$ cat src/rtl/quad_pkg.sv
// Shared types and helpers for the quadrature step decoder: FSM states,
// phase codes and the Gray-code step classifier.
package quad_pkg;

  typedef enum logic {ST_INIT, ST_TRACK} state_e;

  typedef enum logic [1:0] {STEP_NONE, STEP_FWD, STEP_REV, STEP_ILLEGAL} step_e;

  localparam logic [1:0] PH_00 = 2'b00;
  localparam logic [1:0] PH_01 = 2'b01;
  localparam logic [1:0] PH_11 = 2'b11;
  localparam logic [1:0] PH_10 = 2'b10;

  // Successor of a phase code in the forward sequence 00->01->11->10->00.
  function automatic logic [1:0] next_fwd(input logic [1:0] ph);
    case (ph)
      PH_00:   return PH_01;
      PH_01:   return PH_11;
      PH_11:   return PH_10;
      default: return PH_00;
    endcase
  endfunction

  function automatic step_e step_dir(input logic [1:0] prev, input logic [1:0] cur);
    if (prev == cur)
      return STEP_NONE;
    else if ((prev ^ cur) == 2'b11)
      return STEP_ILLEGAL;
    else if (cur == next_fwd(prev))
      return STEP_FWD;
    else
      return STEP_REV;
  endfunction

endpackage

$ cat src/rtl/phase_filter.sv
// Synchroniser plus debounce for one asynchronous encoder phase; the output
// level only follows the pin after DEBOUNCE consecutive differing samples.
module phase_filter #(
  parameter int SYNC_STAGES = 2,
  parameter int DEBOUNCE    = 3
) (
  input  logic clock,
  input  logic clear_b,
  input  logic din,
  output logic dout
);

  localparam int CW = (DEBOUNCE > 1) ? $clog2(DEBOUNCE) : 1;

  logic [SYNC_STAGES-1:0] sync_p0;
  logic [CW-1:0]          deb_cnt_p1;
  logic                   level_p1;
  logic                   synced;

  assign synced = sync_p0[SYNC_STAGES-1];
  assign dout   = level_p1;

  // Stage p0: metastability chain.
  always_ff @(posedge clock) begin
    if (clear_b)
      sync_p0 <= '0;
    else
      sync_p0 <= {sync_p0[SYNC_STAGES-2:0], din};
  end

  // Stage p1: a sample equal to the held level restarts the run length.
  always_ff @(posedge clock) begin
    if (clear_b) begin
      deb_cnt_p1 <= '0;
      level_p1   <= 1'b0;
    end else if (synced == level_p1) begin
      deb_cnt_p1 <= '0;
    end else if (deb_cnt_p1 == CW'(DEBOUNCE - 1)) begin
      level_p1   <= synced;
      deb_cnt_p1 <= '0;
    end else begin
      deb_cnt_p1 <= deb_cnt_p1 + CW'(1);
    end
  end

endmodule

$ cat src/rtl/quad_step_decoder.sv
// Quadrature front end: filtered phases feed a two-state tracker that emits
// registered up/down/err strobes and maintains a wrapping position count.
module quad_step_decoder
  import quad_pkg::*;
#(
  parameter int WIDTH       = 4,
  parameter int SYNC_STAGES = 2,
  parameter int DEBOUNCE    = 3
) (
  input  logic             clock,
  input  logic             clear_b,
  input  logic             enable,
  input  logic             phase_a,
  input  logic             phase_b,
  output logic             up,
  output logic             down,
  output logic [WIDTH-1:0] count,
  output logic             wrap,
  output logic             err
);

  // INIT holds until both filters have had time to reflect the pins after
  // their own reset, so a step interrupted by reset never produces a strobe.
  localparam int INIT_CYC = SYNC_STAGES + DEBOUNCE + 1;
  localparam int IW       = $clog2(INIT_CYC);

  logic             a_filt, b_filt;
  logic [1:0]       s;
  state_e           state_q, state_d;
  logic [1:0]       prev_q, prev_d;
  logic [IW-1:0]    init_q, init_d;
  step_e            dir;
  logic             up_d, down_d, err_d, wrap_d;
  logic [WIDTH-1:0] count_d;

  phase_filter #(.SYNC_STAGES(SYNC_STAGES), .DEBOUNCE(DEBOUNCE)) u_filt_a (
    .clock(clock), .clear_b(clear_b), .din(phase_a), .dout(a_filt)
  );

  phase_filter #(.SYNC_STAGES(SYNC_STAGES), .DEBOUNCE(DEBOUNCE)) u_filt_b (
    .clock(clock), .clear_b(clear_b), .din(phase_b), .dout(b_filt)
  );

  assign s = {a_filt, b_filt};

  always_comb begin
    state_d = state_q;
    prev_d  = s;
    init_d  = init_q;
    up_d    = 1'b0;
    down_d  = 1'b0;
    err_d   = 1'b0;
    wrap_d  = 1'b0;
    count_d = count;
    dir     = step_dir(prev_q, s);
    case (state_q)
      ST_INIT: begin
        if (init_q == IW'(INIT_CYC - 1))
          state_d = ST_TRACK;
        else
          init_d = init_q + IW'(1);
      end
      ST_TRACK: begin
        // prev keeps following s while disabled, so re-enabling sees no stale step.
        case (dir)
          STEP_FWD: if (enable) begin
            up_d    = 1'b1;
            count_d = count + WIDTH'(1);
            wrap_d  = (count == '1);
          end
          STEP_REV: if (enable) begin
            down_d  = 1'b1;
            count_d = count - WIDTH'(1);
            wrap_d  = (count == '0);
          end
          STEP_ILLEGAL: err_d = 1'b1;
          default: ;
        endcase
      end
      default: state_d = ST_INIT;
    endcase
  end

  // Stage p2: strobes and count are registered together.
  always_ff @(posedge clock) begin
    if (clear_b) begin
      state_q <= ST_INIT;
      prev_q  <= PH_00;
      init_q  <= '0;
      up      <= 1'b0;
      down    <= 1'b0;
      err     <= 1'b0;
      wrap    <= 1'b0;
      count   <= '0;
    end else begin
      state_q <= state_d;
      prev_q  <= prev_d;
      init_q  <= init_d;
      up      <= up_d;
      down    <= down_d;
      err     <= err_d;
      wrap    <= wrap_d;
      count   <= count_d;
    end
  end

endmodule

$ cat config.mk
export PLATFORM = sky130hd
export DESIGN_NAME = quad_step_decoder
export DESIGN_NICKNAME = d
export VERILOG_FILES = /design/src/rtl/quad_pkg.sv /design/src/rtl/phase_filter.sv /design/src/rtl/quad_step_decoder.sv
export SDC_FILE = /design/constraint.sdc
export NUM_CORES = 1
export LEC_CHECK = 0
export ABC_AREA = 1
export CORE_MARGIN = 3
export CORE_UTILIZATION = 57
export DETAILED_ROUTE_END_ITERATION = 10
export PLACE_DENSITY = 0.93
export SYNTH_ARGS = -nofsm -noshare
export SYNTH_HDL_FRONTEND = slang
export SYNTH_SLANG_ARGS = --single-unit
$ cat constraint.sdc
create_clock -name clock -period 4.1 [get_ports clock]
set_clock_uncertainty 0.15 [all_clocks]
set_input_delay 0.41 -clock clock [delete_from_list [all_inputs] [get_ports clock]]
set_output_delay 0.41 -clock clock [all_outputs]
set_load 0.02 [all_outputs]
==> results of run 1 <==
[state kept, by name, indices dropped and copies added, names as in the netlist, 2 cells and up]
register and cells:
prev_q 2, u_filt_b.sync_p0 2, init_q 3, u_filt_b.deb_cnt_p1 2
u_filt_a.deb_cnt_p1 2, count 4, u_filt_a.sync_p0 2
[through the flow]
step | hold WS (ns) | total power, W | utilization | instance area, um^2 | setup slack (ns)
2_1_floorplan | 0.238 | 0.000264 | - | 1040 | 2.56
3_3_place_gp | 0.240 | 0.000271 | 0.739 | 1190 | 2.28
3_5_place_dp | 0.250 | 0.000273 | 0.739 | 1190 | 2.19
4_1_cts | 0.269 | 0.000441 | 0.772 | 1240 | 2.14
5_1_grt | 0.287 | 0.000457 | 0.772 | 1240 | 2.09
6_report | 0.268 | 0.000439 | 0.772 | 1240 | 2.15
[tightest hold or removal path, delay by kind of cell, from the launching register on]
kind / cells / cell delay [ns]
flops: 1 / 0.32
buf+inv: 1 / 0.04
simple gates: 1 / 0.03
[final timing paths]
kind                               to
setup / recovery             count[2]
hold / removal    u_filt_a.sync_p0[1]
setup reg to reg             count[2]
hold reg to reg   u_filt_a.sync_p0[1]
[final cells by class]
class                      count  area, um^2  area share
clock buffer                   3        22.5      0.0181
clock inverter                 1        30.0      0.0241
inverter                      24        90.1      0.0724
multi-input combinational     92         470       0.378
sequential                    24         480       0.386
tap                           24        30.0      0.0241
timing repair buffer          12         120      0.0966
[cells in the final DEF, fill, tap and decap left out]
cell	synthesis	layout
sky130_fd_sc_hd__nand2_2	2	2
sky130_fd_sc_hd__clkdlybuf4s50_1	0	12
sky130_fd_sc_hd__a21oi_1	12	12
sky130_fd_sc_hd__ha_1	5	5
sky130_fd_sc_hd__dfxtp_1	24	24
sky130_fd_sc_hd__clkbuf_4	0	3
sky130_fd_sc_hd__inv_2	3	3
sky130_fd_sc_hd__a21boi_0	1	1
sky130_fd_sc_hd__nand2_4	2	2
sky130_fd_sc_hd__o211ai_1	2	2
sky130_fd_sc_hd__nor3_1	2	2
sky130_fd_sc_hd__nor2_1	19	19
sky130_fd_sc_hd__o21ai_0	9	9
sky130_fd_sc_hd__nand3_1	8	8
sky130_fd_sc_hd__nand3_2	1	1
sky130_fd_sc_hd__bufinv_16	0	1
sky130_fd_sc_hd__a21oi_2	1	1
sky130_fd_sc_hd__inv_1	21	21
sky130_fd_sc_hd__nand2_1	28	28
[layer usage]
layer | vias to the layer above | track usage | wire length, um
li1 | 476 | - | -
met1 | 392 | 0.196 | 822
met2 | 29 | 0.305 | 986
met3 | 9 | 0.0550 | 120
met4 | 0 | 0.0995 | 49
met5 | - | 0 | 0
[cell usage after synthesis, drive strengths merged]
library cell  instances  area (um^2)
o21ai                 9         45.0
clkbuf                1         3.75
nor3                  2         10.0
a21boi                1         7.51
nand3                 9         50.1
o211ai                2         15.0
dfxtp                24          480
nor2                 19         71.3
nand2                32          140
a21oi                13         68.8
ha                    5         62.6
inv                  24         90.1
[report_power, final]
part	internal (W)	leakage, nW	switching (W)
combinational	0.00000991	0.310	0.0000130
sequential	0.000240	0.195	0.00000520
clock	0.0000989	0.0279	0.0000712
[kinds of logic after synthesis]
| logic type | Yosys count | share of synthesized area |
|---|---|---|
| buffers and inverters | 25 | 0.0898 |
| adder cells (fa/ha/maj) | 5 | 0.0599 |
| AND/OR/NAND/NOR | 62 | 0.260 |
| flip-flops | 24 | 0.460 |
| AO/OA/AOI/OAI | 25 | 0.131 |
==> results.md, run 1 <==
Outcome:
- The run finished with clean final reports.

Min path:
- Along the worst hold path, the cell count comes to 2.
- The launch instance of the worst min-delay path is u_filt_a.sync_p0[0].
- In this run the worst hold path is classified as reg2reg.

Placed design:
- The number of placed instances, taps included is 176.
- The half-perimeter wire length after detailed placement is 1460 um.
- During placement, the flow inserted port buffers numbering 12.
- The routability congestion estimate is 0.895.

Logic synthesis:
- The count of unique library cells instantiated by Yosys is 17.
- Of the synthesized area, sequential elements account for 0.460.
- After synthesis the netlist holds a flip-flop and latch count of 24.
- The number of warnings reported in the yosys synthesis log is 0.
- Synthesis produced a netlist with a net count of 151.
- A synthesized cell averages 7.41 um^2.
- Counting every instance in the synthesized netlist gives 141.
- The post-synth design cell area is 1040 um^2.

Clock network:
- Buffers inserted during clock tree synthesis total 3.
- CTS built an H-tree with a depth of 1.
- Clock-pin slew was measured on the worst setup and hold paths at 0.13 ns.
- The TritonCTS clock tree is yes.
- The clock drives 24 sinks.
- The clock passes through at most 2 buffers.
- Hold repair after CTS inserted 0 buffers.
- The post-CTS setup-driven buffer insertion count is 0.
- The clock reaches the later pin of the worst-skew pair after 0.32 ns.
- CTS placed an instance of sky130_fd_sc_hd__clkbuf_4 at the clock tree root.
- The number of resized instances in the post-cts repair step is 0.

Floorplan:
- The width of the chip is 48.8 um.
- The height of the die is 48.8 um.
- Pin placement for this block handled 13 I/O pins.
- The area of the die is 2380 um^2.
- The starting density of the core is 0.648.
- The region available for standard cell placement spans 1610 um^2.
- After floorplanning, the core was divided into 14 placement rows.

Power:
- The peak supply drop is 0.000358 V.
- For this design the ratio of total power to cell area is 353 nW/um^2.
- The static leakage is 0.533 nW.

Global route:
- Entering global routing, the biggest net connects 15 pins.
- Across every metal layer, demand over resource in global routing totals 0.179.
- The first global-routing pass estimated 3250 um of wire.
- The initial antenna violation count is 0.
- The number of global-route vias before repair is 770.
- After global routing the overflow that remains totals 0.

STA:
- The number of failing hold endpoints at the final stage is 0.
- Derived from the worst setup path, the maximum achievable clock frequency is 512 MHz.
- The number of max-slew violations in the final report is 0.
- The final critical-path required period is 1.95 ns.
- Headroom to the max-slew limit came out at 0.713.
- Setup violations remaining at the end of the flow were counted as 0.
- In the final timing run, aggregate negative setup slack is 0 ns.
- Setup repair after global routing left no endpoint under its margin.
- Dividing the final minimum period by the clock period gives 0.476.
- The actual transition at the worst max-transition pin is 0.429 ns.

Detailed routing:
- The detailed router finished its first iteration with 28 violations.
- After detailed routing, the number of remaining DRC violations is 0.
- Summed over all layers, the routed wires come to 1980 um.
- The detail route stage leaves a number of antenna-violating nets equal to 0.
- The first TritonRoute pass finished after 4 iterations.
- Dividing the detail-routed wire length by the instance count gives 11.0 um.
- Using the TritonRoute via totals, the vias-per-cell ratio works out to 5.03.
- The number of vias after detailed routing is 906.

Worst setup path:
- The category of the worst setup path launch point is a flop.
- The worst register-to-register path begins at u_filt_b.dout.
- For the worst flop-to-flop path, the logic depth is 14.
- The slowest library cell on the worst path is sky130_fd_sc_hd__clkdlybuf4s50_1.
- STA puts the critical path data required time at 3.54 ns.
- In this run the worst path has a maximum fanout of 5.
- The kind of cell adding the most delay to the critical path is buffers and inverters.
- The worst stage delay on the critical path is 0.64 ns.
- The critical path in this run is classified as reg2out.
- The arrival time reported for the critical path endpoint is 1.39 ns.
- The worst setup path startpoint is count[2].
- STA classifies the critical path endpoint as an output pin.
- Walking the worst path, the cells encountered are clkdlybuf4s50_1.
- The setup slack of the most critical reg-to-reg path is 2.35 ns.
- In this run the number of cells on the critical path is 1.
- The worst path buffer plus inverter count is 1.

Finish:
- The final cell count without fillers is 180.
- The count of inserted antenna diode cells is 0.
- The area growth from synthesis to layout is 19.0%.
- The net count of the finished layout is 167.
- The fraction of layout cells with a size suffix above 1 is 0.0833.
- Fill cells in the final layout number 123.

Run:
- Max-cap violations in this run came to 0.
Power figures use the tool's default switching activity.
==> run 2, diff against run 1 <==
--- a/config.mk
+++ b/config.mk
@@ -7,9 +7,9 @@
 export LEC_CHECK = 0
 export ABC_AREA = 1
 export CORE_MARGIN = 3
-export CORE_UTILIZATION = 57
+export CORE_UTILIZATION = 47
 export DETAILED_ROUTE_END_ITERATION = 10
-export PLACE_DENSITY = 0.93
+export PLACE_DENSITY = 0.83
 export SYNTH_ARGS = -nofsm -noshare
 export SYNTH_HDL_FRONTEND = slang
 export SYNTH_SLANG_ARGS = --single-unit
==> constraint.sdc (replaced) <==
create_clock -name clock -period 1.62 [get_ports clock]
set_clock_uncertainty 0.15 [all_clocks]
set_input_delay 0.162 -clock clock [delete_from_list [all_inputs] [get_ports clock]]
set_output_delay 0.162 -clock clock [all_outputs]
set_load 0.02 [all_outputs]
==> run 2 against run 1 <==
Compared with the run above:
- first-iteration DRC count down 29%
- sequential cell count is the same
- worst setup slack got worse by 2.1 ns
- sequential power grew to 2.5 times the previous value
- total power rose by 110%
- combinational power rose to 2.8 times the previous value
- core utilization is 12 points lower
- clock-buffer cell count is the same
- final cell count increased by 5.6%
- critical endpoint is now count[2]
- highest routed layer unchanged
==> results.md, run 2 (synthesized netlist as in run 1, its figures left out) <==
Clock network:
- The post-CTS clock slew at the launch and capture registers of the worst setup and hold paths is 0.12 ns (about the same).
- The number of clock buffers inserted by TritonCTS is 3 (unchanged).
- The maximum clock insertion buffer count was 2 (unchanged).
- The TritonCTS sink count was 24 (unchanged).
- The TritonCTS clock tree is yes.
- The insertion delay of the later-clocked pin in the worst-skew pair is 0.31 ns (about the same).
- The maximum level of the CTS H-tree is 1 (unchanged).
- The number of hold buffers added after cts is 0 (unchanged).
- The cell at the root of the clock tree is sky130_fd_sc_hd__clkbuf_4.

Worst setup path:
- The required time of the worst setup path is 1.70 ns (-1.84 ns).
- The launch instance of the worst register-to-register path is prev_q[0].
- The signal on the critical path passes through inv_2 > nand2_2 > nand2_4 > nand2_4 > nand2_2 > nand2_1 > inv_1 > ha_2 > inv_2 > nand2_2 > inv_2 > nand2_1 > nand3_1 > nand2_1 > inv_1.
- The peak fanout along the critical path is 5 (unchanged).
- The slowest library cell on the worst path is sky130_fd_sc_hd__dfxtp_2.
- The worst stage delay on the critical path is 0.35 ns (-0.29 ns).
- The category of the worst setup path launch point is a flop.
- The category of the most critical setup path is reg2reg.
- The arrival time reported for the critical path endpoint is 1.64 ns (+0.25 ns).
- The worst setup path startpoint is prev_q[0].
- The capturing element type of the critical path is a flop.

STA:
- The worst slew margin relative to its limit came to 0.716 (+0.00238).
- The number of max-slew violations in the final report is 0 (unchanged).
- The number of failing hold endpoints at the final stage came to 0 (unchanged).
- The count of final setup violators is 0 (unchanged).
- The hold slack is 0.201 ns (-0.0670 ns).
- Dividing the final minimum period by the clock period gives 0.962.
- The worst setup margin came to 0.0612 ns (-2.09 ns).
- The highest attainable clock frequency is 642 MHz.
- The routed design could run at a clock period as short as 1.56 ns.
- Setup repair after global routing could not meet its margin everywhere.
- The actual transition at the worst max-transition pin is 0.427 ns (-0.00222 ns).

Finish:
- The finished layout cell area is 1320 um^2 (+6.3%).
- More flip-flops sit in one register than any other, and that register is count.
- The net count of the finished layout is 175 (+4.8%).
- The count of inserted antenna diode cells is 0 (unchanged).
- Relative to the synthesized area, the layout overhead comes to 26.6%.
- The number of inserted filler cells in the final layout is 171 (+39%).
- In the final layout, the registers with the most flip-flops are count x4, init_q x3.
- The fraction of layout cells with a size suffix above 1 was 0.209 (+0.125).
- In the layout the commonest cells are sky130_fd_sc_hd__nand2_1 (24), sky130_fd_sc_hd__dfxtp_1 (20), sky130_fd_sc_hd__nor2_1 (19).
- The flip-flop count of the largest register after layout is 4 (unchanged).
- Leaving out fill and tap cells, the most frequent cell in the layout is sky130_fd_sc_hd__nand2_1.

Min path:
- The worst hold path class is in2reg.
- The launch instance of the worst min-delay path is phase_b.

Placed design:
- The setup slack after placement is -0.00888 ns (-2.20 ns).
- The routability congestion estimate is 0.918 (+2.6%).
- The half-perimeter wire length after detailed placement was 1530 um (+5.3%).
- The cell area reported after detailed placement is 1230 um^2 (+3.5%).
- The number of port buffers is 12 (unchanged).

Detailed routing:
- The total iterations of the first detailed-routing run is 4 (unchanged).
- The detailed-route DRC error count was 0 (unchanged).
- The initial DRC count is 20 (-29%).
- The count of antenna-violating nets left after detailed routing is 0 (unchanged).
- The number of vias after detailed routing was 965 (+6.5%).
- The via count normalized by instance count is 5.08 (+0.91%).
- The final wirelength is 2100 um (+6.1%).
- The average wire per cell in the routed design is 11.0 um (+0.48%).

Floorplan:
- The area of the core is 2040 um^2 (+27%).
- The area of the die was 2820 um^2 (+19%).
- The floorplan row count is 16 (+2).
- The starting density of the core is 0.512 (-0.137).
- The top-level I/O count is 13 (unchanged).
- The height of the die was 53.1 um (+8.9%).
- The width of the chip is 53.1 um (+8.9%).

Global route:
- The first-pass GRT wire length was 3620 um (+11%).
- The overall track demand over capacity in global routing is 0.176 (-0.00327).
- The layer with the highest usage after global routing is met2.
- The met1 track demand over resource came to 0.191 (-0.00473).
- The remaining global-route overflow is 0 (unchanged).
- The global routing usage on met2 is 0.310 (+0.00449).
- The met3 capacity usage during global routing is 0.0282 (-0.0269).
- The number of global-route vias before repair is 931 (+21%).
- The initial antenna violation count came to 0 (unchanged).
- The maximum number of pins on one net before global-route repair is 13 (-2).

Power:
- The cell-internal power came to 0.000721 W (+110%).
- The sequential fraction of design power is 0.663 (+0.103).
- The switching power of the nets is 0.000210 W (+140%).
- The peak supply drop is 0.000466 V (+30%).
- The part of the total power dissipated in combinational logic is 0.068 (+0.016).
- The static leakage came to 0.577 nW (+8.4%).
- The total power of the final layout is 0.000932 W (+110%).
- The power per standard cell area is 705 nW/um^2 (+100%).
- The relative contribution of the clock network to total power is 0.269 (-0.119).
- The switching power share of the total was 0.226 (+0.0219).

Outcome:
- The run finished with clean final reports.

Run:
- The reported max-cap violation count is 0 (unchanged).
## run 2: cell types whose count changed in the layout (fill, tap and decap cells not counted), sizes merged
| cell | before | now |
|---|---|---|
| dlygate4sd2 | 0 | 4 |
| clkdlybuf4s50 | 12 | 8 |
| buf | 0 | 8 |
| bufinv | 1 | 0 |
## run 2: timing repair
item,4_1_cts,5_1_grt
pin swaps,0,7
endpoints found under the setup margin,5,4
setup buffers,0,3
resized for setup,6,18
hold endpoints to repair,0,0
## run 2: through the flow
step | utilization | setup TNS [ns] | instances
2_1_floorplan | - | 0 | 141
4_1_cts | 0.613 | 0 | 187
3_3_place_gp | 0.604 | 0 | 184
5_1_grt | 0.648 | -0.102 | 190
3_5_place_dp | 0.604 | -0.00888 | 184
6_report | 0.648 | 0 | 190
## run 2: metal layers
metal	part of all wire	vias to the layer above
met5	0	-
met4	0.031	0
met3	0.027	9
met2	0.49	17
met1	0.45	445
li1	-	494
## run 2: path summary, 6_finish.rpt
check,to,slack (ns),cells past startpoint
min,u_filt_b.sync_p0[0],0.20,3
max,count[2],0.06,15
min reg2reg,u_filt_a.sync_p0[1],0.27,2
max reg2reg,count[2],0.06,15
## run 2: power groups by stage
stage	logic, W	registers (W)	clock network (W)
2_1_floorplan	0.0000377	0.000631	0
3_3_place_gp	0.0000584	0.000633	0
3_5_place_dp	0.0000627	0.000635	0
4_1_cts	0.0000629	0.000621	0.000264
5_1_grt	0.0000742	0.000621	0.000278
6_report	0.0000632	0.000618	0.000251
## run 2: layout make-up
type | count | area [um^2] | area share
sequential | 24 | 490 | 0.371
tap | 27 | 33.8 | 0.0255
timing repair buffer | 20 | 175 | 0.132
clock buffer | 3 | 22.5 | 0.0170
inverter | 24 | 92.6 | 0.0700
multi-input combinational | 92 | 508 | 0.384
## run 2: worst max-delay path: cells and delay by family, from the launching register on
family / cells / cell delay (ns)
AND/OR/NAND/NOR: 9 / 0.60
adder cells (fa/ha/maj): 1 / 0.16
buffers and inverters: 5 / 0.21
flip-flops: 1 / 0.35
